--- config.mk ---
export PLATFORM = sky130hd
export DESIGN_NAME = display_score_scan_flat
export DESIGN_NICKNAME = d
export VERILOG_FILES = /design/src/rtl/display_score_scan_if.sv /design/src/rtl/display_score_scan.sv /design/src/flat_wrapper.sv
export SDC_FILE = /design/constraint.sdc
export NUM_CORES = 1
export LEC_CHECK = 0
export CORE_MARGIN = 1
export CORE_UTILIZATION = 50
export CTS_CLUSTER_DIAMETER = 40
export CTS_CLUSTER_SIZE = 16
export DETAILED_ROUTE_END_ITERATION = 8
export GPL_ROUTABILITY_DRIVEN = 0
export PLACE_DENSITY = 0.68
export SLEW_MARGIN = 20
export SYNTH_ARGS = -nofsm -noshare
export SYNTH_HDL_FRONTEND = slang
export SYNTH_SLANG_ARGS = --single-unit
export TNS_END_PERCENT = 20
--- constraint.sdc ---
create_clock -name clk -period 2.22 [get_ports clk]
set_clock_uncertainty 0.15 [all_clocks]
set_input_delay 0.444 -clock clk [delete_from_list [all_inputs] [get_ports clk]]
set_output_delay 0.444 -clock clk [all_outputs]
set_load 0.01 [all_outputs]
--- src/rtl/display_score_scan_if.sv ---
// Score display bus: the game-side score and blink request going in, and
// the segment, anode and busy pins coming back out.
interface display_score_scan_if #(
    parameter int SCORE_W = 10,
    parameter int DIGITS  = 4
);
    logic [SCORE_W-1:0] i_score;
    logic               i_blink_en;
    logic [7:0]         o_segment;
    logic [DIGITS-1:0]  o_segment_an;
    logic               o_busy;

    modport master (
        output i_score, i_blink_en,
        input  o_segment, o_segment_an, o_busy
    );

    modport slave (
        input  i_score, i_blink_en,
        output o_segment, o_segment_an, o_busy
    );
endinterface

--- src/rtl/display_score_scan.sv ---
// Multiplexed 7-segment score display. A sequential double-dabble converter
// turns the binary score into BCD whenever the score changes. The result is
// copied into a display register in one step, so the scanner never shows a
// digit that mixes the old and new scores. The scanner walks the digits one
// at a time and applies leading-zero blanking, an overflow dp flag and an
// optional whole-display blink.
module display_score_scan #(
    parameter int SCORE_W     = 10,
    parameter int DIGITS      = 4,
    parameter int SCAN_DIV    = 100000,
    parameter int BLINK_TICKS = 256,
    parameter int BLANK_LZ    = 1
) (
    input  logic clk,
    input  logic rst,
    display_score_scan_if.slave bus
);
    localparam int BCD_W = 4 * DIGITS;
    localparam int CNT_W = (SCORE_W > 1) ? $clog2(SCORE_W) : 1;
    localparam int IDX_W = (DIGITS > 1) ? $clog2(DIGITS) : 1;
    localparam int DIV_W = $clog2(SCAN_DIV);
    localparam int BLK_W = (BLINK_TICKS > 1) ? $clog2(BLINK_TICKS) : 1;

    typedef enum logic [1:0] {IDLE, SHIFT, LOAD} conv_state_t;

    conv_state_t        state;
    logic [SCORE_W-1:0] last_score;
    logic [SCORE_W-1:0] bin_sr;
    logic [BCD_W-1:0]   bcd_sr;
    logic [BCD_W-1:0]   bcd_adj;
    logic               ovf_sr;
    logic [CNT_W-1:0]   shift_cnt;
    logic               busy;
    logic [BCD_W-1:0]   disp_bcd;
    logic               disp_ovf;

    logic [DIV_W-1:0]   div_cnt;
    logic               tick;
    logic [IDX_W-1:0]   scan_idx;
    logic [BLK_W-1:0]   blink_cnt;
    logic               blink_on;

    logic [DIGITS-1:0]  keep;
    logic               nz_seen;
    logic [3:0]         cur_digit;
    logic [7:0]         seg_next;
    logic [DIGITS-1:0]  an_next;
    logic [7:0]         seg_q;
    logic [DIGITS-1:0]  an_q;

    // Active-low g..a pattern for one BCD digit; non-decimal codes go dark.
    function automatic logic [6:0] seg7(input logic [3:0] d);
        case (d)
            4'd0:    seg7 = 7'b1000000;
            4'd1:    seg7 = 7'b1111001;
            4'd2:    seg7 = 7'b0100100;
            4'd3:    seg7 = 7'b0110000;
            4'd4:    seg7 = 7'b0011001;
            4'd5:    seg7 = 7'b0010010;
            4'd6:    seg7 = 7'b0000010;
            4'd7:    seg7 = 7'b1111000;
            4'd8:    seg7 = 7'b0000000;
            4'd9:    seg7 = 7'b0010000;
            default: seg7 = 7'b1111111;
        endcase
    endfunction

    // Double-dabble add-3 step: any BCD digit of 5 or more is bumped by 3
    // so that the following left shift carries into the next digit.
    always_comb begin
        bcd_adj = bcd_sr;
        for (int k = 0; k < DIGITS; k++) begin
            if (bcd_sr[4*k +: 4] >= 4'd5)
                bcd_adj[4*k +: 4] = bcd_sr[4*k +: 4] + 4'd3;
        end
    end

    // Converter FSM. A bit carried out of the top digit means the score
    // needs more digits than the bank has, so it is folded into a sticky
    // overflow flag rather than being dropped.
    always_ff @(posedge clk or negedge rst) begin
        if (!rst) begin
            state      <= IDLE;
            last_score <= '0;
            bin_sr     <= '0;
            bcd_sr     <= '0;
            ovf_sr     <= 1'b0;
            shift_cnt  <= '0;
            busy       <= 1'b0;
            disp_bcd   <= '0;
            disp_ovf   <= 1'b0;
        end else begin
            case (state)
                IDLE: begin
                    if (bus.i_score != last_score) begin
                        last_score <= bus.i_score;
                        bin_sr     <= bus.i_score;
                        bcd_sr     <= '0;
                        ovf_sr     <= 1'b0;
                        shift_cnt  <= '0;
                        busy       <= 1'b1;
                        state      <= SHIFT;
                    end
                end
                SHIFT: begin
                    ovf_sr <= ovf_sr | bcd_adj[BCD_W-1];
                    bcd_sr <= {bcd_adj[BCD_W-2:0], bin_sr[SCORE_W-1]};
                    bin_sr <= bin_sr << 1;
                    if (shift_cnt == CNT_W'(SCORE_W - 1))
                        state <= LOAD;
                    else
                        shift_cnt <= shift_cnt + 1'b1;
                end
                LOAD: begin
                    if (ovf_sr) begin
                        disp_bcd <= {DIGITS{4'h9}};
                        disp_ovf <= 1'b1;
                    end else begin
                        disp_bcd <= bcd_sr;
                        disp_ovf <= 1'b0;
                    end
                    busy  <= 1'b0;
                    state <= IDLE;
                end
                default: state <= IDLE;
            endcase
        end
    end

    assign tick = (div_cnt == DIV_W'(SCAN_DIV - 1));

    // Scan timebase: the divider makes a tick, ticks step the digit index
    // and the blink counter, which toggles the blink phase when it wraps.
    always_ff @(posedge clk or negedge rst) begin
        if (!rst) begin
            div_cnt   <= '0;
            scan_idx  <= '0;
            blink_cnt <= '0;
            blink_on  <= 1'b1;
        end else if (tick) begin
            div_cnt <= '0;
            if (scan_idx == IDX_W'(DIGITS - 1))
                scan_idx <= '0;
            else
                scan_idx <= scan_idx + 1'b1;
            if (blink_cnt == BLK_W'(BLINK_TICKS - 1)) begin
                blink_cnt <= '0;
                blink_on  <= ~blink_on;
            end else begin
                blink_cnt <= blink_cnt + 1'b1;
            end
        end else begin
            div_cnt <= div_cnt + 1'b1;
        end
    end

    // Leading-zero mask: walk down from the top digit. A digit is kept once
    // any digit at or above it is non-zero. Digit 0 is always kept.
    always_comb begin
        keep    = '0;
        nz_seen = 1'b0;
        for (int k = DIGITS - 1; k >= 0; k--) begin
            nz_seen = nz_seen | (disp_bcd[4*k +: 4] != 4'd0);
            keep[k] = nz_seen | (k == 0) | (BLANK_LZ == 0);
        end
    end

    assign cur_digit = disp_bcd[{scan_idx, 2'b00} +: 4];

    // Segment and anode pattern for the digit under the scan index.
    always_comb begin
        seg_next = 8'hFF;
        an_next  = '1;
        if (!(bus.i_blink_en && !blink_on)) begin
            an_next[scan_idx] = 1'b0;
            if (keep[scan_idx])
                seg_next[6:0] = seg7(cur_digit);
            if ((scan_idx == '0) && disp_ovf)
                seg_next[7] = 1'b0;
        end
    end

    // Pin registers, so the segment and anode pins change together.
    always_ff @(posedge clk or negedge rst) begin
        if (!rst) begin
            seg_q <= 8'hFF;
            an_q  <= '1;
        end else begin
            seg_q <= seg_next;
            an_q  <= an_next;
        end
    end

    assign bus.o_segment    = seg_q;
    assign bus.o_segment_an = an_q;
    assign bus.o_busy       = busy;
endmodule

--- src/flat_wrapper.sv ---
// flat-port wrapper written by rule: the top's interface ports become plain ports
module display_score_scan_flat 
#(
    parameter int SCORE_W     = 10,
    parameter int DIGITS      = 4,
    parameter int SCAN_DIV    = 100000,
    parameter int BLINK_TICKS = 256,
    parameter int BLANK_LZ    = 1
)
  (clk, rst, bus_i_score, bus_i_blink_en, bus_o_segment, bus_o_segment_an, bus_o_busy);
  display_score_scan_if #(.SCORE_W(SCORE_W), .DIGITS(DIGITS)) bus_i ();
  input  logic clk;
  input  logic rst;
  input wire logic [$bits(bus_i.i_score)-1:0] bus_i_score;
  input wire logic [$bits(bus_i.i_blink_en)-1:0] bus_i_blink_en;
  output wire logic [$bits(bus_i.o_segment)-1:0] bus_o_segment;
  output wire logic [$bits(bus_i.o_segment_an)-1:0] bus_o_segment_an;
  output wire logic [$bits(bus_i.o_busy)-1:0] bus_o_busy;
  assign bus_i.i_score = bus_i_score;
  assign bus_i.i_blink_en = bus_i_blink_en;
  assign bus_o_segment = bus_i.o_segment;
  assign bus_o_segment_an = bus_i.o_segment_an;
  assign bus_o_busy = bus_i.o_busy;
  display_score_scan #(.SCORE_W(SCORE_W), .DIGITS(DIGITS), .SCAN_DIV(SCAN_DIV), .BLINK_TICKS(BLINK_TICKS), .BLANK_LZ(BLANK_LZ)) u_core (.clk(clk), .rst(rst), .bus(bus_i));
endmodule
## Word-level counts from Yosys, hierarchy flattened

Memory sizes are Yosys's and may differ from the RTL's.
Cells that the tools add are included.

| cells by class | value |
|---|---|
| add/subtract/negate cells | 8 |
| order comparisons | 6 |
| eq/ne operators | 10 |
| shift operators | 1 |
| mux-type cells | 31 |
| bitwise operators | 5 |
| reductions and logical operators | 17 |

Operator list:

| operator | number |
|---|---|
| $mux W16 | 2 |
| $pmux W16 S2 | 1 |
| $mux W4 | 7 |
| $pmux W10 S2 | 1 |
| $add A17 B1 Y17 const B | 1 |
| $eq A17 B17 Y1 const B | 1 |
| $mux W17 | 1 |
| $add A4 B2 Y4 const B | 4 |
| $ge A4 B3 Y1 const B | 4 |
| $mux W8 | 2 |
| $shiftx A16 B5 Y4 | 1 |
| $reduce_bool A4 Y1 | 3 |
| $mux W10 | 1 |
| $ne A10 B10 Y1 | 1 |
| $reduce_and A2 Y1 | 5 |
| $add A8 B1 Y8 const B | 1 |
| $eq A8 B8 Y1 const B | 1 |
| $pmux W4 S2 | 1 |
| $mux W7 | 1 |
| $mux W1 | 6 |
| $mux W2 | 3 |
| $add A4 B1 Y4 const B | 1 |
| $eq A2 B2 Y1 const B | 2 |
| $eq A4 B4 Y1 const B | 1 |
| other kinds (18) | 26 |

| storage, ports and cells | value |
|---|---|
| register bits | 101 |
| ROM bits | 112 |
| input port bits | 13 |
| output and inout port bits | 13 |
| logic and storage cells | 94 |
| memories | 1 |

Memories:

| memory | words | width | read ports | clocked after Yosys merged registers in | wr ports | RTL line | RTL |
|---|---|---|---|---|---|---|---|
| (name not given) | 16 | 7 | 1 | 0 | 0 | display_score_scan.sv:53 | `case (d)` |

## Depth between registers and ports, before layout

| logic depth | value |
|---|---|
| depth in word-level cells | 7 |
| gate-level depth with buffers | 8 |
| mapped depth without buffers | 7 |

## Least setup slack after synthesis

Ideal clock, no wire load.

| timing | value |
|---|---|
| kind | reg-to-reg |
| from | reg u_core.scan_idx[0] |
| to | reg u_core.seg_q[0] (netlist: u_core.bus.o_segment[0]) |
| library setup time | 0.097 ns |
| arrival | 1.769 ns |
| required time | 1.973 ns |
| path slack | 0.204 ns |
| cell stages (with the launch flop) | 7 |
| buffers on the path | 1 |
| period minus slack after synthesis | 2.016 ns |
| cells stage by stage | dfrtp_1 -> buf_6 -> mux4_1 -> ha_1 -> mux2_2 -> o21ai_0 -> nand3_1 |

| on the way | value |
|---|---|
| longest elaborated chain between the ends | 4 |
| elaborated cells between the ends (all ways) | 6 |
| those cells by class | 1 x shift; 4 x mux; 1 x memory |

Ends and longest elaborated chain:

| item | RTL line | RTL |
|---|---|---|
| start, declared | display_score_scan.sv:39 | `logic [IDX_W-1:0] scan_idx;` |
| start signal, assigned | display_score_scan.sv:145 | `scan_idx <= scan_idx + 1'b1;` |
| $shiftx A16 B5 Y4 or $bmux W1 S2 (tied branches) | display_score_scan.sv:168, display_score_scan.sv:176 |  |
| $mem_v2 Z16 W7 or $mux W1 (tied branches) | - |  |
| $mux W7 (*) | display_score_scan.sv:176 | `if (keep[scan_idx])` |
| $mux W8 (*) | display_score_scan.sv:174 | `if (!(bus.i_blink_en && !blink_on)) begin` |
| named net u_core.seg_next[0] | display_score_scan.sv:46 | `logic [7:0] seg_next;` |
| end signal, assigned | display_score_scan.sv:189 | `seg_q <= seg_next;` |
| end, declared | display_score_scan.sv:48 | `logic [7:0] seg_q;` |

Mark *: on every way through the listed nets, which the timed path passes. The rest lies on a longest branch. The select of a mux whose other input is x is not followed.
A chain may end at the register's enable or synchronous reset.

## Worst setup path after layout

| timing | value |
|---|---|
| from | reg u_core.div_cnt[1] |
| to | reg u_core.blink_cnt[3] |

| on the way | value |
|---|---|
| longest elaborated chain between the ends | 1 |

Ends and longest elaborated chain:

| item | RTL line | RTL |
|---|---|---|
| start, declared | display_score_scan.sv:37 | `logic [DIV_W-1:0] div_cnt;` |
| start signal, assigned | display_score_scan.sv:153 | `div_cnt <= div_cnt + 1'b1;` |
| $eq A17 B17 Y1 | display_score_scan.sv:130 | `assign tick = (div_cnt == DIV_W'(SCAN_DIV - 1));` |
| end signal, assigned | display_score_scan.sv:150 | `blink_cnt <= blink_cnt + 1'b1;` |
| end, declared | display_score_scan.sv:40 | `logic [BLK_W-1:0] blink_cnt;` |

No other way between the ends.

==> results.txt <==
- The most common cell in the synthesized netlist is dfrtp_1.
- For this run, the leading register cell type out of synthesis is dfrtp_1.
* Setup repair after global routing missed its margin: no
- The floorplan step defined a die boundary enclosing 10800 um2.
* Main area contributors after synthesis: dfrtp_1 42%, dfstp_2 6.6%, ha_1 5.1%
* Clock tree from TritonCTS: yes
- Synthesized Nets: 534
- Per-instance average area after synthesis: 10.4 um2
- Maximum fanout along the worst path: 10
* Fill cell total of the finished layout: 854
* Critical Path, Cell by Cell: ha_1 > and3_1 > nand3_2 > buf_4 > or4_1 > o21ai_0
* Clock latency on the worst-skew pair: 0.37 ns
- Cell type contributing the most total cell area after synthesis: dfrtp_1
* Required arrival time at the worst endpoint: 2.36 ns
- Synth cell count leaders: 88 x dfrtp_1, 55 x nand2_1, 32 x inv_1, 31 x o21ai_0, 28 x xor2_1
- Post-Route Utilization: 0.602
- Of the total power, combinational logic draws 0.386.
- Counting both buffers and inverters, the worst setup path holds a total of 1.
- The clock drives 101 sinks.
- From synthesis to final layout, the design area changed by 14.6%.
- 0 antenna diodes ended up in the layout.
* Initial antenna violation count: 0
* Highest signal layer in the routed design: met4
* Final global-route overflow total: 0
- The share of total power dissipated in the clock network is 0.180.
- Startpoint type of the worst setup path: flop
* Detailed-placement wirelength estimate: 7.06 mm
- The H-tree was split into 3 levels.
* Post-route antenna net violation count: 0
* Internal power summed over all cells: 0.00434 W
* Core Footprint: 9910 um2
* Post-Route M1 WL: 4.67 mm
* Async set-or-reset flop fraction in the synthesized netlist: 1.00
- The setup path with the least slack is of type reg2reg.
* Max_cap viols: 0
* Total iterations of the first detailed-routing run: 4
* Fin nets: 574
- The worst pin sits at a relative slew slack of 0.687.
- Synthesis-stage register bit count: 101
- Die X: 104 um
* IR drop worst, VDD: 0.702 mV
- Met3 wire length: 351 um
- For the worst setup path, the data arrival time is 2.19 ns.
* Final period util: 0.923
- Total placed instance area: 5740 um2
* Clk root buf: clkbuf_8
- EDFF count, synth: 0
- Y dimension of the die: 104 um
- In the global route stage, overall resource usage came out at 0.199.
- The number of global-route vias before repair is 3660.
- The cell area that synthesis handed to floorplanning was 5200 um2.
- Post-route standard cell area excluding fillers: 5960 um2
* Upper clock frequency limit: 488 MHz
* First-pass GRT wire length: 17.4 mm
- Wires add up to 9.81 mm.
- Proportion of total power due to net switching: 0.358
* Wirelength per Cell: 14.5 um
* Net switching power: 0.00242 W
* Gate count of the mapped netlist: 500
- Of the cells placed in the final design, the portion with a size suffix greater than 1 is 0.156.
- Synth Warn #: 0
* Netlist cell types: 60
- Actual transition at the worst max-transition pin: 0.470 ns
- Excluding fillers, the count of instances in the completed layout stands at 678.
- STA classifies the critical path endpoint as a flop.
* Hold Path Class: reg2reg
* Final count of pins violating max slew: 0
- Iteration-0 DRC Markers: 152
- Maximum number of pins on one net before global-route repair: 36
* Sequential-to-total area share from yosys stat: 0.489
- In this run the power density over the cells is 1130 nW/um2.
* Number of DRC violations after detailed routing: 0
- Register share of total power: 0.433
- Detailed-route vias per instance: 5.53
- 26 I/O pins were placed.
* Number of buffers inserted during clock tree synthesis: 9
- Slack of the worst reg-to-reg path: 0.17 ns
* Via count: 3746
- In this run the static leakage power is 2.67 nW.
* Row Count: 36
* Setup Viol. Count Final: 0
* Number of buffers inserted by port buffering: 25
- The flow ran to the end, and the final reports show no timing, DRC or antenna violations.
* Number of placed instances, taps included: 661
- Max stage delay on crit path: 0.50 ns
* Met2 layer wire length in the routed design: 4.68 mm
* Number of buffers on the longest clock path: 2
- Register clock-pin slew on the reported worst setup and hold paths: 0.09 ns
- The hold violation count in the final report was 0.
- The clock period could shrink to 2.05 ns.
- The share of synthesized area in the top cell type comes to 0.423.
- For this configuration, the core starts out at a cell density of 0.525.
- Slowest library cell on the worst path: or4_1
- On the critical path the largest part of the delay comes from simple AND/OR/NAND/NOR gates.
[cell families after synthesis]
group / synth area share
buf+inv: 0.0474
xor+xnor: 0.0606
compound gates: 0.163
mux: 0.0431
simple gates: 0.146
fa+ha+maj: 0.0505
flops: 0.489
[per-layer routing]
layer,vias up,track usage
met5,-,0
met4,0,0.0551
met3,10,0.0508
met2,57,0.328
met1,1814,0.260
li1,1865,-
[layout by cell type, fill, tap and decap left out, types with 12 or more instances in the layout]
| cell | n |
|---|---|
| dfrtp_1 | 88 |
| nand2_1 | 55 |
| inv_1 | 32 |
| o21ai_0 | 31 |
| xor2_1 | 28 |
| nor2_1 | 27 |
| buf_4 | 26 |
| clkdlybuf4s50_1 | 24 |
| ha_1 | 21 |
| a22o_1 | 19 |
| nand3_1 | 17 |
| dfstp_2 | 13 |
| clkbuf_8 | 12 |
[cell type report]
type / count / area, um2 / share of cell area
clock inverter: 4 / 45.0 / 0.00756
timing repair buffer: 54 / 505 / 0.0848
tap: 133 / 166 / 0.0279
clock buffer: 12 / 165 / 0.0277
multi-input combinational: 342 / 2410 / 0.405
sequential: 101 / 2540 / 0.427
inverter: 32 / 120 / 0.0202
[worst register-to-register path: cells and delay by family (launching register included)]
family                     cells  cell delay, ns
adders and majority gates      1            0.21
buffers and inverters          1            0.22
AOI/OAI and AO/OA              1            0.09
DFF                            1            0.38
and+or+nand+nor                3            0.92
[final timing paths]
kind,endpoint,from,cells past startpoint
max,u_core.blink_cnt[3],u_core.div_cnt[1],6
min,u_core.bus.o_segment[7],u_core.disp_ovf,1
max reg2reg,u_core.blink_cnt[3],u_core.div_cnt[1],6
min reg2reg,u_core.bus.o_segment[7],u_core.disp_ovf,1
max in group asynchronous,u_core.scan_idx[0],rst,3
min in group asynchronous,u_core.blink_cnt[5],rst,2
[state kept, by name, indices dropped and copies added, names as in the netlist]
register and cells:
u_core.div_cnt 17, u_core.bcd_sr 16, u_core.disp_bcd 16, u_core.bin_sr 10, u_core.last_score 10, u_core.blink_cnt 8
u_core.bus.o_segment 8, u_core.bus.o_segment_an 4, u_core.shift_cnt 4, u_core.scan_idx 2, u_core.state 2, u_core.blink_on 1
u_core.bus.o_busy 1, u_core.disp_ovf 1, u_core.ovf_sr 1
[power by group through the flow]
stage / sequential (W) / clock (W) / combinational, W
2_1_floorplan: 0.00281 / 0 / 0.00194
3_3_place_gp: 0.00294 / 0 / 0.00253
3_5_place_dp: 0.00296 / 0 / 0.00262
4_1_cts: 0.00293 / 0.00125 / 0.00263
5_1_grt: 0.00301 / 0.00133 / 0.00296
6_report: 0.00293 / 0.00122 / 0.00261
[timing repair]
item / 4_1_cts / 5_1_grt
hold buffers: 1 / 0
hold endpoints to repair: 15 / 0
setup buffers: 0 / 0
setup endpoints to repair: 0 / 7
resized for setup: 0 / 1
[through the flow]
| step | hold WS [ns] | setup TNS [ns] | total power, W | setup slack [ns] |
|---|---|---|---|---|
| 2_1_floorplan | -0.00159 | 0 | 0.00475 | 0.204 |
| 3_3_place_gp | 0.249 | -3.24 | 0.00547 | -0.125 |
| 3_5_place_dp | 0.251 | -4.74 | 0.00558 | -0.181 |
| 4_1_cts | 0.315 | 0 | 0.00681 | 0.0449 |
| 5_1_grt | 0.352 | 0 | 0.00730 | 0.0327 |
| 6_report | 0.315 | 0 | 0.00676 | 0.171 |
Note: power is estimated with default switching activity, not from simulation.
